**src/rtl/vote_entry_ctrl.sv**
```systemverilog
// Voter-facing entry controller: keypad/Correct/Blank/Confirm handling with a per-session lock,
// idle timeout and a single registered vote beat to the tally stage.
module vote_entry_ctrl #(
  parameter logic [3:0] CAND1          = 4'd1,
  parameter logic [3:0] CAND2          = 4'd5,
  parameter logic [3:0] CAND3          = 4'd6,
  parameter logic [3:0] CAND4          = 4'd8,
  parameter int         TIMEOUT_CYCLES = 1000
) (
  input  logic       Clock,
  input  logic       Reset,
  input  logic [3:0] KeyCode,
  input  logic       KeyStrobe,
  input  logic       Correct,
  input  logic       Blank,
  input  logic       Confirm,
  input  logic       Enable,
  input  logic       Close,
  output logic [3:0] Digit,
  output logic       Valid,
  output logic       VoteStrobe,
  output logic       Finish,
  output logic       Ready,
  output logic [3:0] Shown,
  output logic       Timeout,
  output logic [7:0] VoteCount
);

  localparam int IW = $clog2(TIMEOUT_CYCLES + 1);

  typedef enum logic [2:0] {LOCKED, EMPTY, ENTERED, COMMIT, CLOSED} state_t;

  state_t        state_reg, state_next;
  logic [3:0]    held_reg, held_next;
  logic [IW-1:0] idle_reg, idle_next;
  logic          timeout_next;
  logic          in_commit;
  logic          is_cand;

  assign in_commit = (state_reg == COMMIT);
  // A blank commit holds code 0, which is never a candidate code.
  assign is_cand = (held_reg == CAND1) || (held_reg == CAND2) ||
                   (held_reg == CAND3) || (held_reg == CAND4);

  always_comb begin
    state_next   = state_reg;
    held_next    = held_reg;
    idle_next    = idle_reg;
    timeout_next = 1'b0;
    case (state_reg)
      LOCKED: begin
        if (Close) begin
          state_next = CLOSED;
        end else if (Enable) begin
          state_next = EMPTY;
          held_next  = 4'd0;
          idle_next  = '0;
        end
      end
      EMPTY, ENTERED: begin
        // Events that are ignored in EMPTY (Correct, Confirm) do not mask lower-priority ones.
        if (Close) begin
          state_next = CLOSED;
          held_next  = 4'd0;
        end else if (state_reg == ENTERED && Correct) begin
          state_next = EMPTY;
          held_next  = 4'd0;
          idle_next  = '0;
        end else if (Blank) begin
          state_next = COMMIT;
          held_next  = 4'd0;
        end else if (state_reg == ENTERED && Confirm) begin
          state_next = COMMIT;
        end else if (KeyStrobe) begin
          state_next = ENTERED;
          held_next  = KeyCode;
          idle_next  = '0;
        end else if (idle_reg == IW'(TIMEOUT_CYCLES - 1)) begin
          state_next   = LOCKED;
          held_next    = 4'd0;
          timeout_next = 1'b1;
        end else begin
          idle_next = idle_reg + IW'(1);
        end
      end
      COMMIT: begin
        state_next = Close ? CLOSED : LOCKED;
        held_next  = 4'd0;
        idle_next  = '0;
      end
      CLOSED: state_next = CLOSED;
      default: state_next = LOCKED;
    endcase
  end

  always_ff @(posedge Clock) begin
    if (Reset) begin
      state_reg  <= LOCKED;
      held_reg   <= 4'd0;
      idle_reg   <= '0;
      Digit      <= 4'd0;
      Valid      <= 1'b0;
      VoteStrobe <= 1'b0;
      Finish     <= 1'b0;
      Ready      <= 1'b0;
      Shown      <= 4'd0;
      Timeout    <= 1'b0;
      VoteCount  <= 8'd0;
    end else begin
      state_reg  <= state_next;
      held_reg   <= held_next;
      idle_reg   <= idle_next;
      // The vote beat is issued on the edge that leaves COMMIT.
      VoteStrobe <= in_commit;
      Digit      <= in_commit ? held_reg : 4'd0;
      Valid      <= in_commit && is_cand;
      if (in_commit && VoteCount != 8'hFF) begin
        VoteCount <= VoteCount + 8'd1;
      end
      Finish     <= Finish | (state_next == CLOSED);
      Ready      <= (state_next == EMPTY) || (state_next == ENTERED);
      Shown      <= (state_next == ENTERED) ? held_next : 4'd0;
      Timeout    <= timeout_next;
    end
  end

endmodule

```
**config.mk**
```make
export PLATFORM = sky130hd
export DESIGN_NAME = vote_entry_ctrl
export DESIGN_NICKNAME = d
export VERILOG_FILES = /design/src/rtl/vote_entry_ctrl.sv
export SDC_FILE = /design/constraint.sdc
export NUM_CORES = 1
export LEC_CHECK = 0
export ABC_AREA = 1
export CAP_MARGIN = 5
export CORE_ASPECT_RATIO = 0.75
export CORE_MARGIN = 2
export CORE_UTILIZATION = 35
export DETAILED_ROUTE_END_ITERATION = 12
export PLACE_DENSITY_LB_ADDON = 0.08
export SLEW_MARGIN = 20
export SYNTH_ARGS = -nofsm -noshare
export SYNTH_HDL_FRONTEND = slang
export SYNTH_SLANG_ARGS = --single-unit
```
**constraint.sdc**
```tcl
create_clock -name Clock -period 2.4 [get_ports Clock]
set_input_delay 0.6 -clock Clock [delete_from_list [all_inputs] [get_ports Clock]]
set_output_delay 0.6 -clock Clock [all_outputs]
set_load 0.1 [all_outputs]
```
# After elaboration in Yosys (flattened, before gate mapping)
# Index checks and enable logic that the tools add are counted.
classes:
  add_sub_neg: 2
  eq_ne: 19
  mux: 29
  bitwise_logic: 4
  reduce_logical: 15
ops:
  columns: ["cell", "n"]
  rows:
  - ["2-to-1 mux 10 bit", 8]
  - ["2-to-1 mux 4 bit", 8]
  - ["case mux 10 bit (3 select lines)", 1]
  - ["2-to-1 mux 3 bit", 9]
  - ["case mux 3 bit (4 select lines)", 1]
  - ["case mux 4 bit (3 select lines)", 1]
  - ["adder 10 x 1 -> 10 bit (second input constant)", 1]
  - ["== test 10 bit (second input constant)", 1]
  - ["== test 3 x 2 -> 1 bit (second input constant)", 3]
  - ["adder 8 x 1 -> 8 bit (second input constant)", 1]
  - ["== test 4 x 3 -> 1 bit (second input constant)", 2]
  - ["inequality test 8 bit (second input constant)", 1]
  - ["AND reduction 7 bit", 1]
  - ["OR reduction 7 bit", 1]
  - ["== test 3 x 1 -> 1 bit (second input constant)", 2]
  - ["== test 3 bit (second input constant)", 2]
  - ["inequality test 2 bit (second input constant)", 3]
  - ["inequality test 3 bit (second input constant)", 2]
  - ["OR reduction 2 bit", 3]
  - ["== test 4 x 1 -> 1 bit (second input constant)", 1]
  - ["== test 4 bit (second input constant)", 1]
  - ["logical AND 1 bit", 4]
  - ["logical OR 1 bit", 4]
  - ["inequality test 4 bit (second input constant)", 1]
  - ["other kinds (5)", 7]
totals:
  reg_bits: 38
  in_bits: 12
  output_inout_bits: 21
  word_cells: 80

# Logic depth before layout (Yosys ltp)
# Gate-level depths: netlist of the first run.
depth:
  word_depth: 11
  ltp_mapped: 12
  ltp_nobuf: 12

# Worst setup path after synthesis of the first run
# No wires, ideal clock.
synth_timing:
  kind: "register to register"
  from: "register VoteCount[0]"
  to: "register VoteCount[5]"
  setup_time_ns: 0.116
  arrival_ns: 1.921
  t_required_ns: 2.284
  path_slack_ns: 0.364
  stages_incl_launch_ff: 8
  path_buffers: 0
  synth_period_minus_slack_ns: 2.036
  path_cell_list: "dfxtp_1 ha_1 nand3_1 nor2_1 a21oi_2 nand2_1 o21bai_1 and3_1"
synth_between:
  elab_chain_len: 2
  elab_cells_between_ends: 3
  cone_classes: "add/sub: 1; eq/ne: 1; reduce/logical: 1"
synth_lines:
  columns: ["element", "line_no", "rtl"]
  rows:
  - ["start, declared", "26", "output logic [7:0] VoteCount"]
  - ["start signal, assigned", "118", "VoteCount <= VoteCount + 8'd1;"]
  - ["parallel branches: the longest is 2 deep, another holds adder 8 x 1 -> 8 bit", null, null]
# Parallel ways; which one is timed is not known.
# A chain may end at the register's enable or synchronous reset.

# Worst setup path in the final report of the first run
layout_timing:
  from: "input port Close"
  to: "register idle_reg[6]"
layout_between:
  elab_chain_len: 2
  elab_cells_between_ends: 3
  cone_classes: "eq/ne: 2; reduce/logical: 1"
layout_lines:
  columns: ["element", "line_no", "rtl"]
  rows:
  - ["start, declared", "18", "input logic Close,"]
  - ["inequality test 2 bit (no source line)", null, null]
  - ["AND reduction 7 bit (no source line) *", null, null]
  - ["end signal, assigned", "112", "idle_reg <= idle_next;"]
  - ["end, declared", "35", "logic [IW-1:0] idle_reg, idle_next;"]
# Every way passes the cells marked *; elsewhere a longest branch is shown, timed or not.

==> summary.txt, run 1 <==
Outcome
  • Status: complete, no violations

Timing
  • Max frequency: 510.7 MHz
  • Worst Tran Pin Value: about 0.39 ns
  • Period utilisation layout: 81.59%
  • Minimum clock period: approximately 2 ns
  • Total negative slack: 0 ns
  • Fin Clk Skew: about 0.0072 ns
  • Max Slew Vio Count: 0
  • RSZ-0062 raised after global routing: no
  • Final setup viols: 0
  • Worst slew margin: 74.04%
  • Final hold vios: 0

Synthesis
  • Dominant cells by area after synthesis: dfxtp_1 40%, nand2_1 15%, inv_1 7.4%
  • Post-Synth Simple-Gate Area: between 30% and 40%
  • Post-synthesis cell count: roughly 290
  • Yosys reg bits: 38
  • Area share of the largest cell type after synthesis: a little under 40%
  • Ys Warns: 0
  • Complex-gate fraction of the synthesized area: 11.08%
  • Post-Syn Area: between 0.0015 and 0.002 mm2
  • Synth cell types: 28
  • Post-synth net total: about 300
  • Mux contribution to synthesized area: 0%
  • Adder-cell share of the synthesized area: around 1.3%
  • Synth Area in XOR/XNOR: 0%
  • Sequential share of the synthesized area: around two fifths
  • Synth Area per Inst: roughly 6.6 um2
  • Largest family of logic cells by synthesized area: simple AND/OR/NAND/NOR gates
  • Most area-hungry cell type in the Yosys netlist: dfxtp_1

Route
  • Avg WL per Cell: roughly 11 um
  • DRT iter0 DRCs: 80
  • Via density: 4.576
  • DR pass1 iterations: 4
  • Drc violations: 0
  • Number of nets with antenna violations after routing: 0
  • Routed WL: 4523 um
  • Via count: 1844

CTS
  • H-tree depth: 2
  • Root buf cell: clkbuf_8
  • Inserted Clock Buffers: 5
  • CTS resizes: 0
  • CTS Hold Bufs: 0
  • Clock Path Buffers: 2
  • Clock Latency Late Sink: roughly 0.3 ns
  • Clock sinks: 38
  • CTS tree: done
  • Setup Buffers After CTS: 0
  • Clk slew on worst S/H paths: 0.08 ns

Floorplan
  • Core ar.: 0.005324 mm2
  • Std-Cell Rows: 23
  • Initial Util: a little over a third
  • DIE AREA: 0.006098 mm2
  • I/O pin count: 33
  • Die X: about 90 um
  • Die Height: around 68 um

Layout
  • Finished Layout Cells: 403
  • Multi-input logic area: ~970 um2
  • Fill cells: 591
  • Layout area overhead: 23.60%
  • Nets: around 340
  • Share of cells above drive strength 1: 14.63%
  • Antenna fix cells: 0
  • Max FFs per register: 10
  • Seq. cell area: roughly 760 um2
  • Most frequent cells in the layout: 79 x nand2_1, 38 x dfxtp_1, 38 x inv_1, 31 x nor2_1, 28 x nand3_1
  • Layout Utilization: roughly 45%
  • Most common cell after layout, fill and taps aside: nand2_1

Worst setup path
  • Critical Path AT: between 2 and 2.5 ns
  • Crit path kind: in -> reg
  • CP most frequent cell: nand2_1
  • Critical Path, Cell by Cell: clkdlybuf4s50_1 -> or2_1 -> nand2_1 -> o21ai_0 -> inv_1 -> nand2_2 -> nor2_4 -> nand3_1 -> nand2_1 -> nor2_1
  • CP max FO: 14
  • Slowest CP cell: clkdlybuf4s50_1
  • CP Data Required Time: roughly 2.6 ns
  • Crit start category: input port
  • Slowest stage delay, CP: ~0.45 ns
  • Crit path capture type: flop

Placement
  • IO buf count: 32
  • Gp weighted congestion: 0.8206
  • Dpl hpwl: around 3400 um
  • Post-Place Cells: around 400

Power and ir drop
  • Leakage: 1.053 nW
  • Psw: between 0.3 and 0.4 mW
  • Clock power share: between 30% and 40%
  • Comb pwr share: approximately a tenth
  • Pint: roughly 0.91 mW
  • Switching share of total power: 26.76%
  • Power per cell area: 524.4 mW/mm2
  • Flop pwr share: 51.9%
  • VDD IR max: between 150 and 200 uV

GRT
  • Initial antenna violation count: 0
  • Gr ovfl total: 0
  • GRT Overall Usage: ~16%
  • Number of global-route vias before repair: 1610
  • Global-route wire length before repair: 7555 um
  • Largest net degree at the start of global routing: 17

Flow run
  • Max-cap violations: 0

Hold path
  • Min-delay worst type: reg -> reg
==> critical path: cells and delay by family <==
kind,cells,cell delay [ns]
compound gates,1,0.11
buf+inv,2,0.53
simple gates,7,0.91
==> worst paths after layout <==
| path | slack [ns] | cells past startpoint | endpoint | start |
|---|---|---|---|---|
| worst max register to register | 0.65 | 11 | Shown[3] | idle_reg[0] |
| worst max-delay path | 0.44 | 10 | idle_reg[6] | Close |
| worst min register to register | 0.48 | 2 | Finish | Finish |
| worst min-delay path | 0.48 | 2 | Finish | Finish |
==> cell families after synthesis <==
family	Yosys count
AND/OR/NAND/NOR	164
buffers and inverters	46
AO/OA/AOI/OAI	39
flip-flops	38
adder cells (fa/ha/maj)	2
==> metal layers <==
metal | up-vias | global-route usage (%) | routed length [um]
li1 | 999 | - | -
met4 | 0 | 5.037 | 60
met1 | 808 | 24.38 | 2545
met2 | 30 | 21.94 | 1677
met3 | 7 | 5.669 | 239
met5 | - | 0 | 0
==> power by group through the flow <==
stage          logic (mW)  clock network (mW)  registers, mW
6_report            0.125               0.473          0.646
5_1_grt             0.138               0.519          0.647
4_1_cts             0.126               0.485          0.646
3_5_place_dp        0.125                   0          0.661
3_3_place_gp        0.126                   0          0.661
2_1_floorplan      0.0626                   0          0.681
==> Yosys cell counts <==
| library cell | instances |
|---|---|
| o211a_1 | 1 |
| o21ai_1 | 1 |
| ha_1 | 2 |
| inv_1 | 38 |
| a21oi_2 | 1 |
| or2_1 | 1 |
| nand3_2 | 1 |
| nor4_1 | 1 |
| nand2_2 | 4 |
| inv_2 | 3 |
| nor3b_1 | 1 |
| a21oi_1 | 21 |
| nor2_2 | 3 |
| nor3_1 | 4 |
| buf_6 | 2 |
| nand2_1 | 79 |
| a21o_1 | 1 |
| and3_1 | 1 |
| nor2_1 | 31 |
| nand4_1 | 5 |
| o21bai_1 | 2 |
| o21ai_0 | 11 |
| nor2_4 | 3 |
| nand3b_1 | 2 |
| dfxtp_1 | 38 |
| nand3_1 | 28 |
| clkbuf_1 | 3 |
| o22ai_1 | 1 |
==> through the flow <==
step / setup slack, ns / cell area (um2) / power (mW) / hold slack, ns
2_1_floorplan: 0.3636 / 1919 / 0.7432 / 0.4468
3_3_place_gp: 0.2253 / 2277 / 0.7870 / 0.4559
3_5_place_dp: 0.1645 / 2277 / 0.7860 / 0.4629
4_1_cts: 0.4758 / 2372 / 1.256 / 0.4882
5_1_grt: 0.2775 / 2372 / 1.305 / 0.5219
6_report: 0.4419 / 2372 / 1.244 / 0.4847
==> final cells by class <==
cell class	instances	area share [%]
flip-flops and latches	38	32.07
clock inverters	2	0.5274
clock buffers	6	3.481
inverters	41	6.487
repair buffers	36	12.55
well taps	75	3.956
multi-input cells	205	40.93
Power figures use the tool's default switching activity.
==> run 2, diff against run 1 <==
==> constraint.sdc (replaced) <==
create_clock -name Clock -period 1.7 [get_ports Clock]
set_input_delay 0.425 -clock Clock [delete_from_list [all_inputs] [get_ports Clock]]
set_output_delay 0.425 -clock Clock [all_outputs]
set_load 0.1 [all_outputs]
==> summary.txt, run 2 (synthesis results as in run 1) <==
Outcome
  • Status: complete, no violations

Route
  • Via density: 4.546
  • DR pass1 iterations: 4
  • Number of nets with antenna violations after routing: 0
  • Avg WL per Cell: approximately 11 um
  • Via count: 1932
  • Drc violations: 0
  • DRT iter0 DRCs: roughly 120
  • Routed WL: roughly 4700 um

Placement
  • IO buf count: 32
  • Placed Area: roughly 0.0027 mm2
  • Dpl hpwl: approximately 3600 um
  • Gp weighted congestion: roughly 0.85
  • Setup slack at placement: -0.2036 ns

GRT
  • Gr ovfl total: 0
  • GRT Overall Usage: approximately 17%
  • Number of global-route vias before repair: between 1500 and 2000
  • Global-route wire length before repair: 7652 um
  • Largest net degree at the start of global routing: 17
  • Initial antenna violation count: 0

Timing
  • Period utilisation layout: 92.73%
  • Max frequency: 634.4 MHz
  • Max Slew Vio Count: 0
  • Worst slew margin: 76.75%
  • Final hold vios: 0
  • Fin worst setup slack: around 0.12 ns
  • Final setup viols: 0
  • Worst Tran Pin Value: ~0.35 ns
  • Minimum clock period: 1.576 ns
  • Fin Clk Skew: 0.002123 ns

Worst setup path
  • Critical Path AT: ~1.8 ns
  • Critical Path, Cell by Cell: clkdlybuf4s50_1 -> or2_1 -> nand2_1 -> o21ai_1 -> inv_1 -> nand2_2 -> nor2_4 -> buf_12 -> nand3_1 -> a21oi_2
  • WP buf/inv: 3
  • CP Data Required Time: 1.93 ns
  • Slowest CP cell: clkdlybuf4s50_1
  • Critical path's top delay family: buffers and inverters
  • CP max FO: 14
  • Crit path kind: in -> reg
  • Slowest stage delay, CP: roughly 0.4 ns
  • Crit start category: input port
  • Crit path capture type: flop

CTS
  • Root buf cell: clkbuf_8
  • Inserted Clock Buffers: 5
  • CTS Hold Bufs: 0
  • H-tree depth: 2
  • Clk slew on worst S/H paths: about 0.080 ns
  • CTS tree: done
  • Clock sinks: 38
  • Clock Path Buffers: 2
  • Clock Latency Late Sink: between 0.2 and 0.3 ns

Layout
  • Antenna fix cells: 0
  • Most frequent cells in the layout: 78 x nand2_1, 38 x inv_1, 30 x dfxtp_1, 30 x nor2_1, 26 x nand3_1
  • Fill cells: 538
  • Max FFs per register: 10
  • Layout Utilization: 53.51%
  • Nets: roughly 360
  • Layout area overhead: 48.44%
  • Most common cell after layout, fill and taps aside: nand2_1
  • Share of cells above drive strength 1: between 20% and 30%
  • Finished Cell Area: 0.002849 mm2

Floorplan
  • Std-Cell Rows: 23
  • DIE AREA: slightly above 0.006 mm2
  • Die Height: 68.13 um
  • I/O pin count: 33
  • Die X: roughly 90 um
  • Core ar.: 0.005324 mm2
  • Initial Util: between 30% and 40%

Power and ir drop
  • Pint: around 1.3 mW
  • Flop pwr share: approximately half
  • Psw: 0.4687 mW
  • Switching share of total power: between 20% and 30%
  • VDD IR max: around 420 uV
  • Leakage: about 1.2 nW
  • Clock power share: 36.9%
  • Comb pwr share: between 10% and 20%
  • Power per cell area: about 630 mW/mm2

Hold path
  • Min-delay worst type: reg -> reg

Flow run
  • Max-cap violations: 0
==> run 2: cell count changes in the layout (fill, tap and decap cells not counted), moves of 2 or more <==
cell,previous run,this run
dfxtp_1,38,30
nand3_2,1,3
nand3_1,28,26
buf_12,0,22
dfxtp_2,0,7
==> run 2: path summary, 6_finish.rpt <==
kind                                    from            to  slack [ns]  cells past startpoint
worst max-delay path                   Close   idle_reg[8]        0.12                     10
worst min-delay path            VoteCount[0]  VoteCount[0]        0.50                      1
worst max register to register   idle_reg[1]   idle_reg[8]        0.13                      9
worst min register to register  VoteCount[0]  VoteCount[0]        0.50                      1
==> run 2: timing repair <==
item | in CTS | in global routing
buffers inserted | 0 | 2
endpoints found under the setup margin | 0 | 20
gates resized for setup | 0 | 10
==> run 2: stage by stage <==
stage                     hold slack (ns)  power (mW)  cells  setup TNS (ns)
after global routing               0.5151       1.863    425       -0.005798
after detailed placement           0.4839       1.148    415          -3.090
after floorplan                    0.4468       1.049    289               0
final                              0.4978       1.788    425               0
after CTS                          0.4979       1.811    423               0
after global placement             0.4754       1.148    415          -2.916
==> run 2: final cells by class <==
type | instances | area (um2) | share of cell area (%)
Inverter | 41 | 153.9 | 5.402
Clock inverter | 2 | 12.51 | 0.4392
Clock buffer | 6 | 82.58 | 2.899
Sequential cell | 38 | 773.2 | 27.14
Tap cell | 75 | 93.84 | 3.294
Timing Repair Buffer | 58 | 738.2 | 25.91
Multi-Input combinational cell | 205 | 994.7 | 34.91
==> run 2: layer usage <==
| metal | up-vias | global-route usage, % | wire length, um | share of wire (%) |
|---|---|---|---|---|
| met3 | 4 | 3.981 | 225 | 4.8 |
| met1 | 840 | 24.54 | 2601 | 56 |
| met4 | 0 | 6.343 | 53 | 1.1 |
| met5 | - | 0 | 0 | 0 |
| met2 | 45 | 23.33 | 1788 | 38 |
| li1 | 1043 | - | - | - |
==> run 2: power by group through the flow <==
stage | logic, mW | registers (mW) | clock network (mW)
final | 0.220 | 0.909 | 0.659
after global placement | 0.217 | 0.932 | 0
after global routing | 0.242 | 0.911 | 0.710
after floorplan | 0.0884 | 0.961 | 0
after detailed placement | 0.216 | 0.932 | 0
after CTS | 0.217 | 0.910 | 0.683
==> run 3, diff against run 2 <==
--- a/config.mk
+++ b/config.mk
@@ -8,7 +8,7 @@
 export ABC_AREA = 1
 export CAP_MARGIN = 5
 export CORE_ASPECT_RATIO = 0.75
-export CORE_MARGIN = 2
+export CORE_MARGIN = 3
 export CORE_UTILIZATION = 35
 export DETAILED_ROUTE_END_ITERATION = 12
 export PLACE_DENSITY_LB_ADDON = 0.08
==> summary.txt, run 3 (synthesis results as in run 1) <==
Hold path
  • Worst Hold Path EP: Digit[2]
  • Hold wc startpoint: held_reg[2]
  • Min-delay worst type: reg -> reg
  • Hold Path Stages: 2

Worst setup path
  • Critical Path AT: roughly 1.8 ns
  • CP max FO: 14
  • Critical Path, Cell by Cell: clkdlybuf4s50_1 -> or2_1 -> nand2_1 -> o21ai_0 -> inv_1 -> nand2_2 -> nor2_4 -> buf_12 -> nand3_1 -> nand2_1 -> nor2_1
  • CP Data Required Time: between 1.5 and 2 ns
  • Worst reg2reg endpoint: Shown[0]
  • CP most frequent cell: nand2_1
  • Slowest stage delay, CP: 0.42 ns
  • Crit path kind: in -> reg
  • Reg-to-reg critical path startpoint: idle_reg[0]
  • R2R depth: 11
  • Slowest CP cell: clkdlybuf4s50_1
  • Crit path capture type: flop
  • Worst reg-to-reg setup slack: about 0.11 ns
  • CP startpoint: Close
  • Crit start category: input port

CTS
  • Clock Latency Late Sink: around 0.29 ns
  • Setup Buffers After CTS: 0
  • CTS resizes: 0
  • CTS tree: done
  • Root buf cell: clkbuf_8
  • H-tree depth: 2
  • Clock Path Buffers: 2
  • Clock sinks: 38
  • CTS Hold Bufs: 0
  • Clk slew on worst S/H paths: roughly 0.080 ns
  • Inserted Clock Buffers: 5

Floorplan
  • Die X: roughly 92 um
  • Core ar.: 0.005092 mm2
  • Initial Util: 37.69%
  • Std-Cell Rows: 22
  • I/O pin count: 33
  • DIE AREA: about 0.0064 mm2
  • Die Height: 70.13 um

Route
  • Wire length on met1: 2658 um
  • Via count: 1959
  • Max layer used: met4
  • Met2 WL: around 1900 um
  • Number of nets with antenna violations after routing: 0
  • Avg WL per Cell: around 12 um
  • Via density: between 4 and 5
  • DRT iter0 DRCs: about 140
  • DR pass1 iterations: 4
  • Routed WL: a little under 5000 um
  • Drc violations: 0
  • Met3 WL post-DR: between 300 and 400 um

Layout
  • Layout Utilization: 56.93%
  • Fill cells: 486
  • Share of cells above drive strength 1: around a quarter
  • Nets: around 370
  • Finished Cell Area: between 0.002 and 0.003 mm2
  • Antenna fix cells: 0
  • Most frequent cells in the layout: 77 x nand2_1, 38 x inv_1, 30 x dfxtp_1, 30 x nor2_1
  • Max FFs per register: 10
  • Layout area overhead: 51.04%
  • Most common cell after layout, fill and taps aside: nand2_1

Timing
  • Max frequency: 620.6 MHz
  • Total negative slack: 0 ns
  • Minimum clock period: ~1.6 ns
  • Final setup viols: 0
  • Worst Tran Pin Value: around 0.33 ns
  • Fin Clk Skew: between 0.005 and 0.006 ns
  • Final hold vios: 0
  • Worst slew margin: between 70 and 80%
  • RSZ-0062 raised after global routing: yes
  • Max Slew Vio Count: 0
  • Period utilisation layout: 94.79%

Power and ir drop
  • Power per cell area: between 700 and 800 mW/mm2
  • Comb pwr share: around 11%
  • Pint: 1.584 mW
  • Leakage: 1.256 nW
  • Psw: 0.4828 mW
  • Clock power share: ~45%
  • Switching share of total power: a little under a quarter
  • VDD IR max: ~450 uV
  • Flop pwr share: 44.0%

Outcome
  • Status: complete, no violations

Placement
  • Placed Area: about 0.0027 mm2
  • IO buf count: 32
  • Gp weighted congestion: just under 0.9
  • Dpl hpwl: ~3800 um

GRT
  • GRT Overall Usage: between 15 and 20%
  • Initial antenna violation count: 0
  • Largest net degree at the start of global routing: 15
  • Global-route wire length before repair: between 8000 and 9000 um
  • Gr ovfl total: 0
  • Number of global-route vias before repair: ~1900

Flow run
  • Max-cap violations: 0
run 3: cell count changes in the layout (fill, tap and decap cells not counted), sizes merged:
cell	delta
bufinv	+2
clkinvlp	-1
buf	+2
clkbuf	-1
run 3: cell type report:
| class | instances | area, um2 | share of cell area (%) |
|---|---|---|---|
| tap | 72 | 90.09 | 3.107 |
| timing repair buffer | 60 | 753.2 | 25.98 |
| multi-input combinational | 205 | 991.0 | 34.18 |
| clock buffer | 5 | 68.82 | 2.374 |
| inverter | 41 | 153.9 | 5.309 |
| clock inverter | 3 | 68.82 | 2.374 |
| sequential | 38 | 773.2 | 26.67 |
run 3: layer usage:
| metal | GRT usage, % | up-vias |
|---|---|---|
| li1 | - | 1039 |
| met2 | 22.83 | 65 |
| met5 | 0 | - |
| met4 | 4.515 | 0 |
| met3 | 3.552 | 4 |
| met1 | 24.87 | 851 |
run 3: critical path, delay by kind of cell:
family,cells,cell delay [ns]
AOI/OAI and AO/OA,1,0.11
buffers and inverters,3,0.65
and+or+nand+nor,7,0.61
run 3: worst max-delay path by stage:
stage / end / cells past startpoint
after floorplan: VoteCount[5] / 6
after global placement: idle_reg[6] / 11
after detailed placement: idle_reg[2] / 11
after CTS: Shown[3] / 10
after global routing: Shown[0] / 10
final: idle_reg[6] / 11
run 3: per-stage QoR:
stage | cells | setup slack, ns | hold slack [ns] | total power [mW]
final | 424 | 0.08861 | 0.4919 | 2.067
after detailed placement | 416 | -0.2096 | 0.4825 | 1.154
after floorplan | 289 | 0.02458 | 0.4468 | 1.049
after global placement | 416 | -0.1800 | 0.4723 | 1.154
after CTS | 424 | 0.008843 | 0.4936 | 2.088
after global routing | 424 | -0.05991 | 0.5267 | 2.143
run 3: power groups by stage:
stage / logic [mW] / clock network (mW) / registers [mW]
final: 0.226 / 0.931 / 0.910
after floorplan: 0.0884 / 0 / 0.961
after detailed placement: 0.223 / 0 / 0.932
after global placement: 0.222 / 0 / 0.932
after CTS: 0.224 / 0.953 / 0.911
after global routing: 0.247 / 0.985 / 0.912
